--- src/rtl/accel_sequencer.sv ---
// Job sequencer for the systolic accelerator: per K-tile it loads/preloads weights,
// loads and streams activations, then drains the accumulated result rows.
module accel_sequencer #(
  parameter int ARRAYWIDTH = 8,
  parameter int ARRAY_LAT  = 16,
  parameter int ROW_W      = 8,
  parameter int TILE_W     = 4
) (
  input  logic              clk,
  input  logic              rst,
  input  logic              start,
  input  logic [ROW_W-1:0]  cfg_rows,
  input  logic [TILE_W-1:0] cfg_tiles,
  input  logic              cfg_relu,
  input  logic              cfg_softmax,
  output logic              busy,
  output logic              done,
  output logic              err,
  output logic              weight_req,
  output logic              act_req,
  output logic              input_buffer_load_en,
  output logic              input_buffer_out_en,
  output logic              input_buffer_delay_clear,
  output logic              weight_buffer_load_en,
  output logic              weight_buffer_out_en,
  output logic              write_weight_en,
  output logic              output_buffer_load_en,
  output logic              output_buffer_out_en,
  output logic              output_buffer_load_clear,
  output logic              output_buffer_acc_enable,
  output logic              output_buffer_acc_clear,
  output logic              relu_en,
  output logic              softmax_en,
  output logic [TILE_W-1:0] tile_idx,
  output logic [ROW_W-1:0]  row_idx,
  output logic [2:0]        dbg_state
);

  localparam int CW = ROW_W + 1;
  localparam logic [CW-1:0] AW_LAST = CW'(ARRAYWIDTH - 1);
  localparam logic [CW-1:0] LAT_C   = CW'(ARRAY_LAT);

  typedef enum logic [2:0] {
    S_IDLE, S_W_LOAD, S_W_WRITE, S_A_LOAD, S_A_STREAM, S_TILE_NEXT, S_DRAIN, S_DONE
  } state_t;

  typedef struct packed {
    logic busy;
    logic done;
    logic err;
    logic weight_req;
    logic act_req;
    logic ib_load;
    logic ib_out;
    logic ib_delay_clear;
    logic wb_load;
    logic wb_out;
    logic write_weight;
    logic ob_load;
    logic ob_out;
    logic ob_load_clear;
    logic ob_acc_en;
    logic ob_acc_clear;
    logic relu;
    logic softmax;
  } ctrl_t;

  state_t              r_state, w_next_state;
  logic [CW-1:0]       r_cnt, w_next_cnt;
  logic [TILE_W-1:0]   r_tile, w_next_tile;
  logic [ROW_W-1:0]    r_rows;
  logic [TILE_W-1:0]   r_tiles;
  logic                r_relu, r_softmax;
  ctrl_t               r_ctrl, w_ctrl;
  logic                w_cfg_ok, w_accept, w_reject;
  logic [CW-1:0]       w_rows_ext;

  assign w_cfg_ok   = (cfg_rows != '0) && (cfg_tiles != '0) && !(cfg_relu && cfg_softmax);
  assign w_rows_ext = {1'b0, r_rows};

  always_comb begin
    w_next_state = r_state;
    w_next_cnt   = r_cnt + CW'(1);
    w_next_tile  = r_tile;
    w_accept     = 1'b0;
    w_reject     = 1'b0;
    unique case (r_state)
      S_IDLE: begin
        w_next_cnt = '0;
        if (start) begin
          w_accept = w_cfg_ok;
          w_reject = !w_cfg_ok;
          if (w_cfg_ok) w_next_state = S_W_LOAD;
        end
      end
      S_W_LOAD:   if (r_cnt == AW_LAST) begin w_next_state = S_W_WRITE; w_next_cnt = '0; end
      S_W_WRITE:  if (r_cnt == AW_LAST) begin w_next_state = S_A_LOAD;  w_next_cnt = '0; end
      S_A_LOAD:   if (r_cnt == w_rows_ext - CW'(1)) begin w_next_state = S_A_STREAM; w_next_cnt = '0; end
      S_A_STREAM: if (r_cnt == LAT_C + w_rows_ext - CW'(1)) begin
        w_next_state = S_TILE_NEXT;
        w_next_cnt   = '0;
      end
      S_TILE_NEXT: begin
        w_next_cnt = '0;
        if (r_tile < r_tiles - TILE_W'(1)) begin
          w_next_state = S_W_LOAD;
          w_next_tile  = r_tile + TILE_W'(1);
        end else begin
          w_next_state = S_DRAIN;
          w_next_tile  = '0;
        end
      end
      S_DRAIN:    if (r_cnt == w_rows_ext - CW'(1)) begin w_next_state = S_DONE; w_next_cnt = '0; end
      S_DONE: begin
        w_next_state = S_IDLE;
        w_next_cnt   = '0;
      end
      default: begin
        w_next_state = S_IDLE;
        w_next_cnt   = '0;
      end
    endcase
  end

  // Outputs are decoded from the upcoming state so they line up with it cycle for cycle.
  always_comb begin
    w_ctrl      = '0;
    w_ctrl.busy = (w_next_state != S_IDLE);
    w_ctrl.err  = w_reject;
    unique case (w_next_state)
      S_W_LOAD: begin
        w_ctrl.wb_load      = 1'b1;
        w_ctrl.weight_req   = 1'b1;
        w_ctrl.ob_acc_clear = (w_next_cnt == '0) && (w_next_tile == '0);
      end
      S_W_WRITE: begin
        w_ctrl.wb_out       = 1'b1;
        w_ctrl.write_weight = 1'b1;
      end
      S_A_LOAD: begin
        w_ctrl.ib_load = 1'b1;
        w_ctrl.act_req = 1'b1;
      end
      S_A_STREAM: begin
        w_ctrl.ib_out    = (w_next_cnt < w_rows_ext);
        w_ctrl.ob_load   = (w_next_cnt >= LAT_C) && (w_next_cnt < LAT_C + w_rows_ext);
        w_ctrl.ob_acc_en = w_ctrl.ob_load && (w_next_tile != '0);
      end
      S_TILE_NEXT: begin
        w_ctrl.ib_delay_clear = 1'b1;
        w_ctrl.ob_load_clear  = 1'b1;
      end
      S_DRAIN: begin
        w_ctrl.ob_out  = 1'b1;
        w_ctrl.relu    = r_relu;
        w_ctrl.softmax = r_softmax;
      end
      S_DONE:  w_ctrl.done = 1'b1;
      default: ;
    endcase
  end

  always_ff @(posedge clk or posedge rst) begin
    if (rst) begin
      r_state   <= S_IDLE;
      r_cnt     <= '0;
      r_tile    <= '0;
      r_rows    <= '0;
      r_tiles   <= '0;
      r_relu    <= 1'b0;
      r_softmax <= 1'b0;
      r_ctrl    <= '0;
    end else begin
      r_state <= w_next_state;
      r_cnt   <= w_next_cnt;
      r_tile  <= w_next_tile;
      r_ctrl  <= w_ctrl;
      if (w_accept) begin
        r_rows    <= cfg_rows;
        r_tiles   <= cfg_tiles;
        r_relu    <= cfg_relu;
        r_softmax <= cfg_softmax;
      end
    end
  end

  assign busy                     = r_ctrl.busy;
  assign done                     = r_ctrl.done;
  assign err                      = r_ctrl.err;
  assign weight_req               = r_ctrl.weight_req;
  assign act_req                  = r_ctrl.act_req;
  assign input_buffer_load_en     = r_ctrl.ib_load;
  assign input_buffer_out_en      = r_ctrl.ib_out;
  assign input_buffer_delay_clear = r_ctrl.ib_delay_clear;
  assign weight_buffer_load_en    = r_ctrl.wb_load;
  assign weight_buffer_out_en     = r_ctrl.wb_out;
  assign write_weight_en          = r_ctrl.write_weight;
  assign output_buffer_load_en    = r_ctrl.ob_load;
  assign output_buffer_out_en     = r_ctrl.ob_out;
  assign output_buffer_load_clear = r_ctrl.ob_load_clear;
  assign output_buffer_acc_enable = r_ctrl.ob_acc_en;
  assign output_buffer_acc_clear  = r_ctrl.ob_acc_clear;
  assign relu_en                  = r_ctrl.relu;
  assign softmax_en               = r_ctrl.softmax;
  assign tile_idx                 = r_tile;
  assign row_idx                  = r_cnt[ROW_W-1:0];
  assign dbg_state                = r_state;

endmodule
--- config.mk ---
export PLATFORM = sky130hd
export DESIGN_NAME = accel_sequencer
export DESIGN_NICKNAME = d
export VERILOG_FILES = /design/src/rtl/accel_sequencer.sv
export SDC_FILE = /design/constraint.sdc
export NUM_CORES = 1
export LEC_CHECK = 0
export ABC_AREA = 1
export CAP_MARGIN = 25
export CORE_MARGIN = 2
export CORE_UTILIZATION = 40
export DETAILED_ROUTE_END_ITERATION = 12
export GPL_TIMING_DRIVEN = 0
export SLEW_MARGIN = 25
export SYNTH_ARGS = -nofsm -noshare
export SYNTH_HDL_FRONTEND = slang
export SYNTH_SLANG_ARGS = --single-unit
--- constraint.sdc ---
create_clock -name clk -period 4.2 [get_ports clk]
set_clock_uncertainty 0.15 [all_clocks]
set_input_delay 0.42 -clock clk [delete_from_list [all_inputs] [get_ports clk]]
set_output_delay 0.42 -clock clk [all_outputs]
set_load 0.03 [all_outputs]
==> results of run 1 <==
metal layers:
layer,wire length (µm),share of wire (%),up-vias
li1,-,-,1446
met1,3790,49,1358
met2,3590,46,62
met3,260,3.3,10
met4,122,1.6,0
met5,0,0,-
registers in the layout (all words and copies together) (netlist names), 3 cells and up:
register / cells
r_tiles: 4
r_cnt: 9
r_rows: 8
dbg_state: 3
tile_idx: 4
worst max path at each step:
stage	start	to	slack [ps]	cells past startpoint
6_report	r_rows[4]	output_buffer_load_en	540	22
3_5_place_dp	r_rows[4]	output_buffer_acc_enable	590	22
3_3_place_gp	r_rows[4]	output_buffer_acc_enable	610	22
2_1_floorplan	r_rows[4]	output_buffer_acc_enable	1160	22
4_1_cts	r_rows[4]	output_buffer_acc_enable	580	22
5_1_grt	r_rows[4]	output_buffer_acc_enable	290	20
cell usage in the layout, fill, tap and decap left out, types with 2 or more instances in the layout:
cell,Yosys,routed
sky130_fd_sc_hd__nand2_1,74,74
sky130_fd_sc_hd__inv_1,58,57
sky130_fd_sc_hd__clkdlybuf4s50_1,0,49
sky130_fd_sc_hd__nor2_1,47,47
sky130_fd_sc_hd__dfrtp_1,44,44
sky130_fd_sc_hd__nand3_1,30,30
sky130_fd_sc_hd__ha_1,23,23
sky130_fd_sc_hd__a21oi_1,21,21
sky130_fd_sc_hd__inv_2,14,15
sky130_fd_sc_hd__xor2_1,13,13
sky130_fd_sc_hd__nand4_1,13,13
sky130_fd_sc_hd__nand2_2,12,12
sky130_fd_sc_hd__buf_4,12,12
sky130_fd_sc_hd__nor2_2,8,8
sky130_fd_sc_hd__nor3_1,6,6
sky130_fd_sc_hd__xnor2_1,5,5
sky130_fd_sc_hd__clkbuf_8,0,5
sky130_fd_sc_hd__nor4_1,4,4
sky130_fd_sc_hd__o21ai_0,4,4
sky130_fd_sc_hd__clkinv_2,1,2
sky130_fd_sc_hd__clkbuf_1,2,2
sky130_fd_sc_hd__o21ai_1,2,2
sky130_fd_sc_hd__clkinv_1,2,2
sky130_fd_sc_hd__nand3_2,2,2
sky130_fd_sc_hd__o211ai_1,2,2
sky130_fd_sc_hd__mux2_2,2,2
power breakdown:
part / leakage, nW / internal, mW / total, mW / switching [mW]
Clock: 0.0400 / 0.113 / 0.258 / 0.145
Sequential: 0.522 / 0.423 / 0.423 / 0
Combinational: 1.40 / 0.0159 / 0.0297 / 0.0138
Total: 1.96 / 0.552 / 0.711 / 0.159
area by class of cell:
| type | instances | area [µm²] |
|---|---|---|
| multi-input combinational | 285 | 1670 |
| clock inverter | 2 | 12.5 |
| timing repair buffer | 50 | 510 |
| inverter | 75 | 283 |
| sequential | 44 | 1100 |
| fill | 754 | 3800 |
| buffer | 16 | 114 |
| tap | 102 | 128 |
| clock buffer | 5 | 68.8 |
kinds of logic after synthesis:
family	synth area share (%)
simple gates	31.4
buf+inv	12.5
flops	34.7
compound gates	6.63
fa+ha+maj	9.08
xor+xnor	4.97
mux	0.710
through the flow:
stage          util, %  hold WS, ps
2_1_floorplan        -          310
3_3_place_gp      49.3          333
3_5_place_dp      49.5          334
4_1_cts           50.6          305
5_1_grt           50.6          341
6_report          50.6          295
==> results.txt, run 1 <==
----------------------------------------------------
[Die]
  IO Pins ... 50
  Area of the die ... 8650 µm²
  Core region area ... 7690 µm²
  Horizontal die dimension ... 93.0 µm
  Overall die height ... 93.0 µm
  Standard-cell row count ... 32
  Initial Utilization ... 41.2%

[Route]
  Detailed Route WL ... 7760 µm
  DRT antenna net count ... 0
  Total iterations of the first detailed-routing run ... 4
  WL/cell ... 13.4 µm
  DRC viols ... 0
  Detailed-route vias per instance ... 4.97
  Initial DRC count ... 144
  Vias ... 2,876

[Timing]
  RSZ-0062 raised after global routing ... false
  Slack of the critical path ... 545 ps
  Post-route fraction of the period consumed by the critical path ... 87.0%
  Final hold violation count ... 0
  Max-slew violation total from the final report ... 0
  Peak clock frequency supported by timing ... 274 MHz
  Endpoints failing setup ... 0
  Total negative slack for setup checks ... 0 ps
  Relative slew slack ... 63.9%
  Post-route minimum period ... 3660 ps
  Slew of the pin with the lowest slew margin ... 541 ps

[Yosys]
  Number of nets produced by synthesis ... 460
  Most common cell in the netlist ... sky130_fd_sc_hd__nand2_1
  Count of flip-flops with a built-in enable after synthesis ... 0
  Most instantiated flip-flop cell in the synthesis netlist ... sky130_fd_sc_hd__dfrtp_1
  Sequential fraction of the synthesis area ... 34.7%
  Largest area contributor in the netlist ... sky130_fd_sc_hd__dfrtp_1
  Post-synthesis register bit count ... 44
  Async set or reset register ratio after synthesis ... 100%
  Cell area after synthesis ... 3170 µm²
  Mean area per synthesized cell ... 7.55 µm²
  Count of mapped cells out of synthesis ... 420
  Leading cell types by total area after synthesis ... sky130_fd_sc_hd__dfrtp_1 (35%), sky130_fd_sc_hd__ha_1 (9.1%), sky130_fd_sc_hd__nand2_1 (8.8%), sky130_fd_sc_hd__inv_1 (6.9%), sky130_fd_sc_hd__nor2_1 (5.6%)
  Post-synth top cells ... sky130_fd_sc_hd__nand2_1 (74), sky130_fd_sc_hd__inv_1 (58), sky130_fd_sc_hd__nor2_1 (47), sky130_fd_sc_hd__dfrtp_1 (44), sky130_fd_sc_hd__nand3_1 (30)
  Fraction of post-synthesis cell area in the top cell type by area ... 34.7%
  Number of warning messages in the yosys log ... 0
  Netlist cell types ... 43

[Critical path]
  Type of the worst setup path ... flip-flop to flip-flop
  Top delay family on crit path ... simple AND/OR/NAND/NOR gates
  Cell Chain, Critical Path ... inv_2, ha_1, inv_1, nor2_1, o21ai_0, nand3_1, nor2_2, nand3_1, nand2_1, nand3_2, buf_6, nand2_4, inv_2, nand2_1, inv_1, ha_1, inv_1, o21bai_1, a21oi_1, o221a_2, nand3_1, nor2_1
  Startpoint of the lowest-slack register-to-register path ... r_rows[4]
  Type of element capturing the critical path ... flip-flop
  Largest incremental delay on the critical path ... 580 ps
  Cell depth of the worst flop-to-flop path ... 22
  Crit path max fanout ... 10
  Critical R2R Capture ... output_buffer_load_en
  Setup slack of the worst register-to-register path ... 540 ps
  Critical Path AT ... 3690 ps
  Critical path launch point type ... flip-flop
  Crit path required time ... 4230 ps
  Master of the slowest instance on the critical path ... sky130_fd_sc_hd__dfrtp_1
  Number of buffers and inverters on the critical path ... 6

[Layout]
  Fin area ... 3890 µm²
  Net total in the final layout ... 517
  Share of post-route cells with drive strength above 1 ... 15.1%
  Final Non-Filler Cells ... 579
  Number of antenna cells inserted ... 0
  Area overhead of the layout relative to synthesis ... 22.7%

[Clock tree]
  TritonCTS sink count ... 44
  CTS Buf Count ... 5
  Level count of the clock H-tree ... 2
  Clock root buffer ... sky130_fd_sc_hd__clkbuf_8
  Number of post-CTS setup repair buffers ... 0
  Resized cells post-CTS ... 0
  Clock tree buffer depth ... 2
  TritonCTS clock tree ... yes
  Skew-Pair Late Insertion Delay ... 290 ps
  Hold buffers post-CTS ... 0
  Clock-pin slew reported for the worst setup and hold paths after clock tree synthesis ... 90 ps

[GRT]
  Met2 Use GR ... 32.1%
  Pin count of the biggest net entering global routing ... 26
  Antenna violations before repair ... 0
  Global-route track usage on met3 ... 2.82%
  Global-route wire length before repair ... 13,500 µm
  Met1 track utilization from global routing ... 26.8%
  Total gr overflow ... 0
  Vias in the first global route ... 2,891
  GR peak layer ... met2
  Overall routing resource usage ... 19.4%

[Pwr]
  Worst IR drop on VDD ... 127 µV
  Leak ... 1.96 nW
  Power density over cell area ... 183 nW/µm²
  Overall power of the completed layout ... 0.711 mW

[Place]
  Buffers added on ports ... 49
  Gp weighted congestion ... 0.887
  Number of cells after detailed placement ... 572
  Pre-CTS setup slack ... 591 ps
  Dpl cell area ... 3810 µm²
  Estimated wirelength of the detail-placed design ... 6380 µm

[Worst hold path]
  Class of the most critical hold timing path ... input port to asynchronous set/reset pin

[Flow run]
  Max Cap Viol ... 0

[Outcome]
  Run status ... complete, no violations

----------------------------------------------------
No activity file was read; power rests on OpenSTA's default activity.
==> run 2: changes to the inputs <==
==> constraint.sdc (replaced) <==
create_clock -name clk -period 4.44 [get_ports clk]
set_clock_uncertainty 0.15 [all_clocks]
set_input_delay 0.444 -clock clk [delete_from_list [all_inputs] [get_ports clk]]
set_output_delay 0.444 -clock clk [all_outputs]
set_load 0.03 [all_outputs]
==> results of run 2 <==
Same layout as run 1 (identical final DEF). Status: complete, no violations.
Among the figures that moved: setup slack after placement 591 ps -> 831 ps; setup slack after layout 545 ps -> 785 ps; hold slack 295 ps -> 319 ps; register-to-register setup slack 540 ps -> 780 ps; total power 0.711 mW -> 0.672 mW; worst IR drop on VDD 127 µV -> 120 µV
==> run 3: changes to the inputs <==
==> constraint.sdc (replaced) <==
create_clock -name clk -period 3.3 [get_ports clk]
set_clock_uncertainty 0.15 [all_clocks]
set_input_delay 0.33 -clock clk [delete_from_list [all_inputs] [get_ports clk]]
set_output_delay 0.33 -clock clk [all_outputs]
set_load 0.03 [all_outputs]
==> results.txt, run 3 (synthesized netlist as in run 1, its figures left out) <==
----------------------------------------------------
[Outcome]
  Run status ... complete, no violations

[Clock tree]
  Hold buffers post-CTS ... 0
  Skew-Pair Late Insertion Delay ... 290 ps
  TritonCTS clock tree ... yes
  Level count of the clock H-tree ... 2
  TritonCTS sink count ... 44
  CTS Buf Count ... 5
  Clock tree buffer depth ... 2
  Clock root buffer ... sky130_fd_sc_hd__clkbuf_8
  Clock-pin slew reported for the worst setup and hold paths after clock tree synthesis ... 90 ps

[Critical path]
  Largest incremental delay on the critical path ... 440 ps
  Startpoint of the lowest-slack register-to-register path ... r_rows[5]
  Dominant cell type by count on the critical path ... sky130_fd_sc_hd__nand3_2
  Cell depth of the worst flop-to-flop path ... 22
  Master of the slowest instance on the critical path ... sky130_fd_sc_hd__dfrtp_2
  Crit path required time ... 3330 ps
  Critical path launch point type ... flip-flop
  Cell Chain, Critical Path ... buf_4, ha_4, inv_2, nand2_2, nand2_4, nand3_2, nand3_2, nand3_2, nor2_4, nand3_2, nand2_2, nand3_2, buf_6, buf_6, nand2_4, inv_4, ha_4, nand4_1, nor4_2, nand2_1, nand4_1, nor2_1
  Top delay family on crit path ... simple AND/OR/NAND/NOR gates
  Type of the worst setup path ... flip-flop to flip-flop
  Critical R2R Capture ... output_buffer_acc_enable
  Type of element capturing the critical path ... flip-flop
  Setup slack of the worst register-to-register path ... 120 ps
  Crit path max fanout ... 6
  Number of buffers and inverters on the critical path ... 5
  Critical Path AT ... 3210 ps

[Timing]
  Post-route minimum period ... 3180 ps
  Relative slew slack ... 64.3%
  Final hold violation count ... 0
  RSZ-0062 raised after global routing ... true
  Slew of the pin with the lowest slew margin ... 535 ps
  Post-route fraction of the period consumed by the critical path ... 96.2%
  Total negative slack for setup checks ... 0 ps
  Hold WS ... 205 ps
  Max-slew violation total from the final report ... 0
  Endpoints failing setup ... 0
  Peak clock frequency supported by timing ... 315 MHz

[Die]
  Overall die height ... 93.0 µm
  Core region area ... 7690 µm²
  Standard-cell row count ... 32
  Horizontal die dimension ... 93.0 µm
  IO Pins ... 50
  Initial Utilization ... 41.2%
  Area of the die ... 8650 µm²

[Layout]
  Number of antenna cells inserted ... 0
  Largest registers ... r_cnt (9), r_rows (8)
  Flip-flop count of the largest register after layout ... 9
  Area overhead of the layout relative to synthesis ... 37.2%
  Most common cell after layout, fill and taps aside ... sky130_fd_sc_hd__nand2_1
  Register containing the most flip-flops in the final layout ... r_cnt
  Fillcell total ... 688
  Final Non-Filler Cells ... 600
  Net total in the final layout ... 538
  Top library cells by usage in the layout, fill and taps aside ... sky130_fd_sc_hd__nand2_1 (62), sky130_fd_sc_hd__clkdlybuf4s50_1 (49), sky130_fd_sc_hd__inv_1 (47), sky130_fd_sc_hd__nor2_1 (43), sky130_fd_sc_hd__dfrtp_1 (41)
  Multi-input gate area ... 1950 µm²
  Share of post-route cells with drive strength above 1 ... 28.9%
  Sequential cell area ... 1100 µm²
  Fin area ... 4350 µm²

[GRT]
  Vias in the first global route ... 2,986
  Total gr overflow ... 0
  Antenna violations before repair ... 0
  Overall routing resource usage ... 19.9%
  Global-route wire length before repair ... 13,900 µm
  Pin count of the biggest net entering global routing ... 26

[Place]
  Dpl cell area ... 3810 µm²
  Buffers added on ports ... 49
  Number of cells after detailed placement ... 572
  Estimated wirelength of the detail-placed design ... 6380 µm
  Gp weighted congestion ... 0.887

[Route]
  Routed met1 length ... 3880 µm
  DRC viols ... 0
  Detail Route met2 WL ... 3900 µm
  Detailed-route vias per instance ... 5.03
  Initial DRC count ... 152
  Total iterations of the first detailed-routing run ... 4
  Detailed Route WL ... 8350 µm
  Vias ... 3,016
  Topmost layer with routed signal wires ... met4
  Total length of routed met3 wires ... 337 µm
  DRT antenna net count ... 0
  WL/cell ... 13.9 µm

[Pwr]
  Worst IR drop on VDD ... 162 µV
  Clock network fraction of design power ... 36.3%
  Internal power of the cells ... 0.702 mW
  Overall power of the completed layout ... 0.904 mW
  Fraction of power spent switching nets ... 22.4%
  Logic pwr share ... 4.2%
  Switching power of the nets ... 0.202 mW
  Leak ... 2.09 nW
  Power share of the sequential group ... 59.5%
  Power density over cell area ... 208 nW/µm²

[Worst hold path]
  Class of the most critical hold timing path ... input port to asynchronous set/reset pin

[Flow run]
  Max Cap Viol ... 0

----------------------------------------------------
## run 3: cell types whose count changed in the layout (fill, tap and decap cells not counted), sizes merged
cell    change
buf        +21
clkinv      -1
inv         +1
## run 3: worst max path at each step
stage	from	to	slack, ps	cells past startpoint
finish	r_rows[5]	output_buffer_acc_enable	120	22
floorplan	r_rows[4]	output_buffer_acc_enable	260	22
global placement	r_rows[4]	output_buffer_acc_enable	-290	22
global route	r_rows[2]	output_buffer_acc_enable	-90	20
detailed placement	r_rows[4]	output_buffer_acc_enable	-310	22
CTS	r_rows[4]	output_buffer_acc_enable	20	22
## run 3: repair_timing
action,4_1_cts,5_1_grt
buffers inserted,12,9
pin swaps,8,23
gates resized for setup,17,59
setup endpoints to repair,3,3
## run 3: power by group through the flow
stage	Sequential (mW)	Combinational, mW	Clock [mW]
global placement	0.549	0.0357	0
floorplan	0.549	0.00971	0
detailed placement	0.549	0.0389	0
global route	0.539	0.0422	0.365
CTS	0.539	0.0389	0.341
finish	0.539	0.0378	0.328
## run 3: stage by stage
stage | utilization (%) | setup WS [ps]
final | 56.6 | 124
after floorplan | - | 258
after global routing | 56.6 | -89.9
after detailed placement | 49.5 | -309
after CTS | 52.3 | 15.8
after global placement | 49.3 | -287
## run 3: area by class of cell
cell class	instances	share of cell area, %
multi-input cells	285	44.8
flip-flops and latches	44	25.4
repair buffers	71	15.6
inverters	75	6.79
well taps	102	2.93
plain buffers	16	2.62
clock buffers	5	1.58
clock inverters	2	0.288
## run 3: metal layers
layer | vias up | track usage (%)
met4 | 0 | 6.13
met1 | 1436 | 27.7
met3 | 19 | 2.50
met2 | 70 | 32.5
li1 | 1491 | -
met5 | - | 0
==> patch 1: new RTL, flow settings as in run 3 <==
The parameter `TILE_W` goes from 4 to 6.
--- a/src/rtl/accel_sequencer.sv
+++ b/src/rtl/accel_sequencer.sv
@@ -5,5 +5,5 @@
   parameter int ARRAY_LAT  = 16,
   parameter int ROW_W      = 8,
-  parameter int TILE_W     = 4
+  parameter int TILE_W     = 6
 ) (
   input  logic              clk,
Interface: changed (resized cfg_tiles and tile_idx); port bits go from 50 to 54. The function was not compared with the original's and may differ.
==> patch 1 against run 3 <==
Routed wire length increased by 6.3%; global-route usage decreased by 0.74 points; sequential share of layout area increased by 0.77 points; count of clock-buffer cells in the layout unchanged; clock power increased by 62%; worst setup slack got worse by 56 ps; total power increased by 28%; worst hold slack got worse by 12 ps; cell area increased by 5.8%; utilization decreased by 1.2 points; sequential cell count increased by 4; synthesized cell count increased by 7.9%; cell count increased by 5.7%; synthesized area increased by 9.4%; largest power group unchanged.
==> patch 1: results (changes against run 3) <==
status: completed
I/O Buffers: 53 (+8.2%)
Pleak: 0.002349 uW (+12%)
number of antenna diodes: 0 (unchanged)
global-route wire length before repair: 14550 microns (+4.9%)
clock buf count: 5 (unchanged)
CTS resizes: 28 (+11)
sw frac: 21.04% (-1.3 points)
Clock Path Buffers: 2 (unchanged)
bufs w/o clock: 89 (+2.3%)
Wirelength per Cell: 14.00 microns (+0.59%)
crit-path max FO: 5 (-1)
Worst R2R Start: r_rows[4]
Total GRT Usage: 19.19% (-0.74 points)
crit path DAT: 3330 ps (+120 ps)
Distinct cells, synth: 42 (-2.3%)
HPWL after DPL: 6887 microns (+7.9%)
Detailed Route Iter0 Violations: 130 (-14%)
worst vdd ir: 157.3 uV (-2.8%)
share of layout cells above drive strength 1: 21.55% (-7.4 points)
fillers: 779 (+13%)
P_clk: 530 uW (+62%)
met1 wire length: 4276 microns (+10%)
FF-to-FF path depth: 19 (-14%)
met3 wire len: 449 microns (+33%)
area of the multi-input gates: 1963 sq um (+0.77%)
Post-CTS Setup Bufs: 5 (-7)
combinational power: 41.5 uW (+9.8%)
CTS Sinks: 48 (+9.1%)
max frequency: 0.3095 GHz (-1.7%)
largest net degree at the start of global routing: 29 (+12%)
Vias/cell: 4.896 (-2.6%)
vias in the first global route: 2980 (-0.20%)
sequential area share after synthesis: 34.63% (-0.096 points)
Reg clk slew, reported paths: 100 ps
Flop+latch power: 588 uW (+9.1%)
fin nets: 572 (+6.3%)
Critical Path Max Stage Delay: 450 ps
Slew Limit Headroom: 59.16% (-5.2 points)
Worst path top cell family by delay: simple AND/OR/NAND/NOR gates
main flop type after synthesis: dfrtp_1
Non-clk invs: 80 (+6.7%)
worst-skew pair later-pin latency: 310 ps (+20 ps)
slowest CP cell: dfrtp_2
syn_nets: 497 (+8.0%)
synth top area cells: dfrtp_1 35%, ha_1 9.0%, nand2_1 8.3%
post-synthesis async set-or-reset flop share: 100.0% (unchanged)
Largest regs: r_cnt: 9 flops, r_rows: 8 flops
Register Area: 1204 sq um (+8.9%)
Yosys Warn Count: 0 (unchanged)
buffering overhead: 18.19% (-0.040 points)
met2 wire len: 4075 microns (+4.4%)
CP Capture Point: output_buffer_acc_enable
gpl congestion: 0.8890 (+0.21%)
multi-input gates: 304 (+6.7%)
Synth top cells by count: 77 x nand2_1, 72 x inv_1, 48 x dfrtp_1, 47 x nor2_1, 32 x nand3_1
Clock-cell share: 2.992% (+1.1 points)
dpl ws: -359.2 ps (-50.50 ps)
## patch 1: changes by cell type after synthesis, sizes merged, moves of 2 or more
cell and delta:
clkinv -3, dfrtp +4, nand2 +2, buf +3
mux2 -2, nor2 +7, inv +7, ha +2
clkbuf +2, nor3 +3, xnor2 +3
## patch 1: through the flow
step                      hold slack, ps  utilization (%)  instances  TNS, ps  area [sq um]
after floorplan                    310.2                -        453        0          3468
after global placement             336.3            49.77        611   -789.4          4130
after detailed placement           334.4            50.01        612   -841.8          4150
after CTS                          211.6            53.82        626        0          4467
after global routing               244.9            55.43        634   -416.2          4601
final                              192.8            55.43        634        0          4601
## patch 1: kinds of logic after synthesis
family          share of synthesized area (%)
xor+xnor                                5.051
buf+inv                                 13.35
compound gates                          6.963
mux                                    0.2886
fa+ha+maj                               9.019
flops                                   34.63
simple gates                            30.70
## patch 1: metal layers
metal	track usage (%)	up-vias
met2	30.77	62
met5	0	-
li1	-	1586
met1	27.56	1447
met4	4.334	0
met3	2.734	9
==> patch 2: new RTL, settings of run 3 <==
Without the edit above. Put a register stage on the output `row_idx`, cleared by the reset. The value now appears one clock later. The other outputs are not delayed to match.
--- a/src/rtl/accel_sequencer.sv
+++ b/src/rtl/accel_sequencer.sv
@@ -204,5 +204,11 @@
   assign softmax_en               = r_ctrl.softmax;
   assign tile_idx                 = r_tile;
-  assign row_idx                  = r_cnt[ROW_W-1:0];
+  always_ff @(posedge clk or posedge rst) begin
+    if (rst) begin
+      row_idx <= '0;
+    end else begin
+      row_idx <= r_cnt[ROW_W-1:0];
+    end
+  end
   assign dbg_state                = r_state;
 
Formal check against the unedited RTL: not equivalent (a bounded check fails within 4 cycles, from zero or initial values and one cycle with rst high).
==> patch 2 against run 3 <==
Sequential cell count is 8 higher; routed wire length is 5.1% lower; fmax is 1.2% higher; cell area is 0.58% lower; critical path depth is 6 lower; critical endpoint unchanged; synthesized area is 2.7% higher; worst setup slack better by 38 ps; critical path type unchanged.
Power is left out: it rests on default switching activity, and per cell area and clock period it moved more than threefold.
==> patch 2: results (changes against run 3) <==
status: completed
crit-path max FO: 6 (unchanged)
Detailed Route Iter0 Violations: 66 (-57%)
Slew @ Worst Pin: 660.0 ps (+125.2 ps)
bufs w/o clock: 76 (-13%)
Total GRT Usage: 18.58% (-1.4 points)
Seq Cell Count: 52 (+18%)
met2 Track Usage GR: 31.25% (-1.2 points)
Synth top cells by count: 75 x nand2_1, 56 x inv_1, 54 x nor2_1, 52 x dfrtp_1, 31 x nand3_1
worst reg2reg setup slack: 160 ps (+40 ps)
crit path DAT: 3170 ps (-40 ps)
fin cells: 589 (-1.8%)
post-layout util: 55.40% (-1.2 points)
met3 wire len: 222 microns (-34%)
dpl ws: -408.4 ps (-99.72 ps)
multi-input gates: 287 (+0.70%)
Clock-cell share: 2.574% (+0.71 points)
gpl congestion: 0.8334 (-6.1%)
Mean Syn Cell Area: 7.924 sq um (+5.0%)
1st-pass router iterations: 5 (+1)
HPWL after DPL: 5940 microns (-6.9%)
Distinct cells, synth: 38 (-12%)
share of layout cells above drive strength 1: 20.53% (-8.4 points)
met1 wire length: 3820 microns (-1.6%)
crit path from: r_rows[4]
WHS: 236.8 ps (+32.21 ps)
sequential area share after synthesis: 39.95% (+5.2 points)
synth top area cells: dfrtp_1 40%, ha_1 8.8%, nand2_1 8.6%
Register Area: 1303 sq um (+18%)
fin nets: 526 (-2.2%)
GR met3 Demand/Resource: 2.648% (+0.15 points)
Wirelength per Cell: 13.46 microns (-3.3%)
worst-skew pair later-pin latency: 310 ps (+20 ps)
crit path kind: reg -> reg
FF-to-FF path depth: 16 (-27%)
grt met1 use: 24.92% (-2.8 points)
largest net degree at the start of global routing: 53 (+100%)
multi-input combinational area share: 42.64% (-2.1 points)
global-route wire length before repair: 12740 microns (-8.1%)
min-delay src: r_cnt[5]
syn_nets: 451 (-2.0%)
Cells after DPL: 562 (-1.7%)
min-delay worst type: reg -> reg
met2 wire len: 3779 microns (-3.2%)
Non-clk invs: 64 (-15%)
buffering overhead: 15.94% (-2.3 points)
max frequency: 0.3187 GHz (+1.2%)
vias in the first global route: 2701 (-9.5%)
Largest regs: r_cnt: 9 flops, r_rows: 8 flops, row_idx: 8 flops
fillers: 732 (+6.4%)
clock buf count: 6 (+1)
vias: 2826 (-6.3%)
area post-placement: 3877 sq um (+1.8%)
==> patch 2: cell count changes in the layout (fill, tap and decap cells not counted), sizes merged, moves of 2 or more <==
| cell | change |
|---|---|
| buf | -12 |
| inv | -10 |
| nand4 | -9 |
| dfrtp | +8 |
| nor2 | +6 |
| nand2 | -5 |
| nor3 | +4 |
| nand3 | +3 |
| xnor2 | +3 |
| xor2 | -3 |
| a21oi | +2 |
| clkbuf | +2 |
| o21ai | +2 |
==> patch 2: cell families after synthesis <==
| group | Yosys count | synth area share (%) |
|---|---|---|
| AOI/OAI and AO/OA | 40 | 7.376 |
| xor gates and xnor gates | 18 | 4.841 |
| adders and majority gates | 23 | 8.836 |
| buffers and inverters | 72 | 8.990 |
| DFF | 52 | 39.95 |
| muxes | 3 | 0.9988 |
| and+or+nand+nor | 203 | 29.01 |
==> patch 2: repair_timing <==
action	in CTS	in global routing
pin swaps	5	23
setup buffers	10	9
gates cloned	0	0
setup endpoints to repair	3	3
hold endpoints to repair	0	0
gates resized for setup	18	29
